<file path="config.mk">
export PLATFORM = sky130hd
export DESIGN_NAME = hazard_fwd_ctrl
export DESIGN_NICKNAME = d
export VERILOG_FILES = /design/src/rtl/hazard_fwd_ctrl.sv
export SDC_FILE = /design/constraint.sdc
export NUM_CORES = 1
export LEC_CHECK = 0
export ABC_AREA = 1
export CAP_MARGIN = 20
export CORE_MARGIN = 1
export CORE_UTILIZATION = 30
export CTS_CLUSTER_DIAMETER = 30
export CTS_CLUSTER_SIZE = 16
export DETAILED_ROUTE_END_ITERATION = 10
export SYNTH_ARGS = -nofsm -noshare
export SYNTH_HDL_FRONTEND = slang
export SYNTH_SLANG_ARGS = --single-unit
</file>
<file path="constraint.sdc">
create_clock -name i_clk -period 3.9 [get_ports i_clk]
set_input_delay 0.78 -clock i_clk [delete_from_list [all_inputs] [get_ports i_clk]]
set_output_delay 0.78 -clock i_clk [all_outputs]
set_load 0.02 [all_outputs]
</file>
<file path="src/rtl/hazard_fwd_ctrl.sv">
// Hazard and forwarding controller for a 5-stage pipeline. It tracks EX/MEM/WB destinations
// from ID decode and drives the forward selects and the stall/flush/bubble/freeze controls.
module hazard_fwd_ctrl #(
  parameter int unsigned MD_LATENCY = 4
) (
  input  logic       i_clk,
  input  logic       i_reset,
  input  logic       i_id_valid,
  input  logic [4:0] i_id_rs1_addr,
  input  logic [4:0] i_id_rs2_addr,
  input  logic       i_id_rs1_used,
  input  logic       i_id_rs2_used,
  input  logic [4:0] i_id_rd_addr,
  input  logic       i_id_rd_wren,
  input  logic       i_id_is_load,
  input  logic       i_id_is_md,
  input  logic       i_ex_branch_taken,
  output logic [1:0] o_forward_a,
  output logic [1:0] o_forward_b,
  output logic       o_stall_pc,
  output logic       o_stall_id,
  output logic       o_flush_id,
  output logic       o_bubble_ex,
  output logic       o_stall_ex,
  output logic       o_md_busy
);

  localparam int unsigned CW = $clog2(MD_LATENCY + 1);

  typedef struct packed {
    logic       valid;
    logic [4:0] rs1;
    logic [4:0] rs2;
    logic       rs1_used;
    logic       rs2_used;
    logic [4:0] rd;
    logic       wren;
    logic       load;
    logic       md;
  } ex_t;

  // Nothing downstream of EX needs the load flag, so MEM carries only the destination.
  typedef struct packed {
    logic       valid;
    logic [4:0] rd;
    logic       wren;
  } dst_t;

  ex_t          ex_q,  ex_d;
  dst_t         mem_q, mem_d;
  dst_t         wb_q,  wb_d;
  logic [CW-1:0] md_cnt_q, md_cnt_d;

  logic md_busy;
  logic load_use;
  ex_t  id_info;

  function automatic logic [1:0] fwd_sel(input logic [4:0] rs, input logic used,
                                         input dst_t mem, input dst_t wb);
    if (mem.valid && mem.wren && mem.rd != 5'd0 && mem.rd == rs && used) return 2'b01;
    if (wb.valid  && wb.wren  && wb.rd  != 5'd0 && wb.rd  == rs && used) return 2'b10;
    return 2'b00;
  endfunction

  always_comb begin
    id_info          = '0;
    id_info.valid    = i_id_valid;
    id_info.rs1      = i_id_rs1_addr;
    id_info.rs2      = i_id_rs2_addr;
    id_info.rs1_used = i_id_rs1_used;
    id_info.rs2_used = i_id_rs2_used;
    id_info.rd       = i_id_rd_addr;
    id_info.wren     = i_id_rd_wren;
    id_info.load     = i_id_is_load;
    id_info.md       = i_id_is_md;
  end

  assign md_busy  = (md_cnt_q != '0) && ex_q.valid && ex_q.md;
  assign load_use = ex_q.valid && ex_q.load && ex_q.wren && (ex_q.rd != 5'd0) && i_id_valid &&
                    ((i_id_rs1_used && i_id_rs1_addr == ex_q.rd) ||
                     (i_id_rs2_used && i_id_rs2_addr == ex_q.rd));

  // NOTE: every always_comb output gets a default first so no path can infer a latch.
  always_comb begin
    ex_d        = id_info;
    mem_d       = '{valid: ex_q.valid, rd: ex_q.rd, wren: ex_q.wren};
    wb_d        = mem_q;
    md_cnt_d    = (i_id_valid && i_id_is_md) ? CW'(MD_LATENCY - 1) : '0;
    o_forward_a = fwd_sel(ex_q.rs1, ex_q.rs1_used, mem_q, wb_q);
    o_forward_b = fwd_sel(ex_q.rs2, ex_q.rs2_used, mem_q, wb_q);
    o_stall_pc  = 1'b0;
    o_stall_id  = 1'b0;
    o_flush_id  = 1'b0;
    o_bubble_ex = 1'b0;
    o_stall_ex  = 1'b0;
    o_md_busy   = 1'b0;

    if (md_busy) begin
      // EX holds the multi-cycle op while MEM drains to a bubble.
      ex_d       = ex_q;
      mem_d      = '0;
      md_cnt_d   = md_cnt_q - CW'(1);
      o_md_busy  = 1'b1;
      o_stall_ex = 1'b1;
      o_stall_id = 1'b1;
      o_stall_pc = 1'b1;
    end else if (i_ex_branch_taken) begin
      ex_d        = '0;
      md_cnt_d    = '0;
      o_flush_id  = 1'b1;
      o_bubble_ex = 1'b1;
    end else if (load_use) begin
      ex_d        = '0;
      md_cnt_d    = '0;
      o_stall_pc  = 1'b1;
      o_stall_id  = 1'b1;
      o_bubble_ex = 1'b1;
    end

    if (i_reset) begin
      o_forward_a = 2'b00;
      o_forward_b = 2'b00;
      o_stall_pc  = 1'b0;
      o_stall_id  = 1'b0;
      o_flush_id  = 1'b0;
      o_bubble_ex = 1'b0;
      o_stall_ex  = 1'b0;
      o_md_busy   = 1'b0;
    end
  end

  // NOTE: sequential state uses non-blocking assignments so all stages update together.
  always_ff @(posedge i_clk) begin
    if (i_reset) begin
      ex_q     <= '0;
      mem_q    <= '0;
      wb_q     <= '0;
      md_cnt_q <= '0;
    end else begin
      ex_q     <= ex_d;
      mem_q    <= mem_d;
      wb_q     <= wb_d;
      md_cnt_q <= md_cnt_d;
    end
  end

endmodule
</file>
==> reports/qor.csv <==
stage;metric;value;unit
cts;PostCTS Resize Cnt;0;
cells_and_area;fin nets;364;
cts;TritonCTS clock tree;built;
cts;Post-CTS Hold Buffers;0;
timing;relative slew slack;80.8;%
worst_setup_path;slowest stage delay, CP;620;ps
floorplan;core footprint;6490;sq um
worst_setup_path;Worst Path Class, Setup;input port to output port;
yosys;Synth Cell Area;2060;sq um
timing;Worst Clk Skew;3.21;ps
timing;RSZ-0062 raised after global routing;no;
cells_and_area;Non-Filler Instances;416;
grt;vias in the first global route;1717;
timing;TNS Setup;0;ps
cells_and_area;end-of-flow core utilization;39.3;%
worst_setup_path;WP data required;3120;ps
power_and_ir_drop;Worst VDD drop;154;uV
cts;post-CTS setup buffers;0;
route;final wirelength;4830;microns
cts;Clk pin slew, worst setup/hold paths;70;ps
flow_run;Max-Cap Viols;0;
timing;Worst Hold Slack;453;ps
timing;final setup fails;0;
grt;largest net degree at the start of global routing;24;
power_and_ir_drop;static leakage;1.26;nW
cts;clock latency on the worst-skew pair;290;ps
worst_setup_path;flop2flop setup slack;2390;ps
floorplan;# IOs;34;
cts;Root Buffer;clkbuf_8;
floorplan;die width;84.9;microns
grt;GR Overflow Total;0;
cells_and_area;Ant. Diodes;0;
cells_and_area;most common cell after layout, fill and taps aside;nand2_1;
worst_hold_path;HP Class;flop to flop;
power_and_ir_drop;Tot Pwr;0.845;mW
cells_and_area;layout cell share with drive strength beyond 1;9.73;%
cells_and_area;commonest cells after routing, fill and taps aside;81 x nand2_1, 52 x nor2_1, 42 x inv_1;
cells_and_area;area grow syn2layout;23.8;%
worst_setup_path;slowest stage cell on the critical path;clkdlybuf4s50_1;
worst_setup_path;delay-heaviest family, CP;buffers and inverters;
worst_setup_path;crit-path max FO;2;
route;routed via count;1830;
yosys;sequential cell area fraction in the yosys report;36.9;%
timing;period utilisation layout;86.4;%
place;RePlAce Congestion;0.821;
grt;Global Route Usage Sum;14.7;%
floorplan;Die ar.;7210;sq um
yosys;Synth warnings;0;
timing;Max Clk Rate;297;MHz
cts;CTS H-tree lvls;2;
cts;CTS Sinks;38;
cells_and_area;Fill cells;688;
timing;final hold viol count;0;
place;Post-DP HPWL;3720;microns
worst_setup_path;Worst setup EP type;output port;
timing;Slew Limit Fails;0;
timing;fin crit period;3370;ps
yosys;count of cell types in the netlist;27;
yosys;Synth Register Bits;38;
worst_setup_path;Buf+Inv Stages, Crit Path;3;
power_and_ir_drop;Pwr per Cell Area;331;nW/um^2
route;Pre-antenna DRT Iters;6;
yosys;syn nets;330;
place;port bufs;33;
outcome;status;finished clean;
worst_setup_path;Worst Path Arrival;2590;ps
floorplan;die height;84.9;microns
route;First DRT Iteration DRCs;80;
cts;Clock Tree Buf Depth;2;
yosys;Syn Area/Cell;6.78;sq um
worst_setup_path;startpoint types;input port;
floorplan;num rows;29;
route;drt drc;0;
floorplan;initial core utilization;31.7;%
route;drt wl/cell;11.6;microns
route;drt via density;4.40;
timing;slew of the pin with the lowest slew margin;288;ps
route;antenna viol nets, final;0;
worst_setup_path;crit path cell chain;clkdlybuf4s50_1 > inv_1 > nand2_1 > nand2_1 > nor2_1 > nand3_1 > nand2_2 > nand2_4 > a21oi_4 > clkdlybuf4s50_1;
grt;initial antenna violation count;0;
place;DP Cell Count;408;
cts;CTS buffer count;5;
yosys;Syn Inst Count;304;
grt;first-pass GRT wire length;8230;microns
sequential cells by signal, summed over array words and instances, names as in the netlist:
register,cells
mem_q,7
md_cnt_q,3
ex_q,21
wb_q,7
power breakdown:
part / internal (mW) / switching, mW
clock network: 0.191 / 0.134
registers: 0.401 / 0.0130
logic: 0.0515 / 0.0544
total: 0.643 / 0.202
metrics by stage:
| stage | worst slack [ps] | cell area, sq um |
|---|---|---|
| finish | 531 | 2550 |
| global route | 431 | 2550 |
| CTS | 513 | 2550 |
| detailed placement | 554 | 2450 |
| global placement | 558 | 2450 |
| floorplan | 1520 | 2060 |
cell families after synthesis:
logic type                 count (synthesis)  synth area share, %
xor gates and xnor gates                  15                 6.37
AOI/OAI and AO/OA                          9                 3.16
adders and majority gates                  2                 1.21
and+or+nand+nor                          183                 40.2
buffers and inverters                     57                 12.2
DFF                                       38                 36.9
routing by layer:
layer  global-route usage [%]  wire, microns  vias to the layer above  part of all wire (%)
met5                        0              0                        -                     0
met4                     4.62             53                        0                   1.1
met3                     3.99            172                        6                   3.6
met2                     24.5           2320                       28                    48
met1                     18.5           2280                      801                    47
li1                         -              -                      995                     -
synthesized netlist by cell type:
cell	number	area, sq um
a21oi_1	3	15.0
a21oi_4	1	16.3
buf_2	3	15.0
buf_4	5	37.5
buf_6	2	22.5
clkbuf_1	1	3.75
dfxtp_1	38	761
ha_1	2	25.0
inv_1	42	158
inv_2	4	15.0
nand2_1	81	304
nand2_2	2	12.5
nand2_4	1	11.3
nand3_1	22	110
nand3_2	12	120
nand4_1	5	31.3
nor2_1	52	195
nor2_2	1	6.26
nor3_1	5	25.0
o2111ai_1	1	8.76
o211ai_1	1	7.51
o21ai_0	2	10.0
o21bai_1	1	7.51
or2_0	1	6.26
or2_2	1	6.26
xnor2_1	9	78.8
xor2_1	6	52.6
worst reg2reg max path, cell delays in order, from the launching register on:
cell	delay, ps
dfxtp_1	400
inv_2	80
nand2_1	60
nand2_1	50
nor2_1	130
nand3_1	100
nand2_2	110
nand2_4	60
buf_4	230
nand3_1	130
nand2_1	50
path summary, 6_finish.rpt:
kind                                  startpoint           to  depth (start not counted)
worst max-delay path            i_id_rs1_addr[3]  o_bubble_ex                         10
worst min register to register           ex_q[3]      ex_q[3]                          2
worst max register to register           ex_q[5]  md_cnt_q[0]                         10
worst min-delay path                     ex_q[3]      ex_q[3]                          2
layout make-up:
class	count	area [sq um]	area share, %
inverters	46	173	6.76
flip-flops and latches	38	761	29.8
clock inverters	1	30.0	1.18
clock buffers	7	76.3	2.99
well taps	77	96.3	3.77
multi-input cells	209	1050	41.1
repair buffers	38	368	14.4
Note: power is estimated with default switching activity, not from simulation.
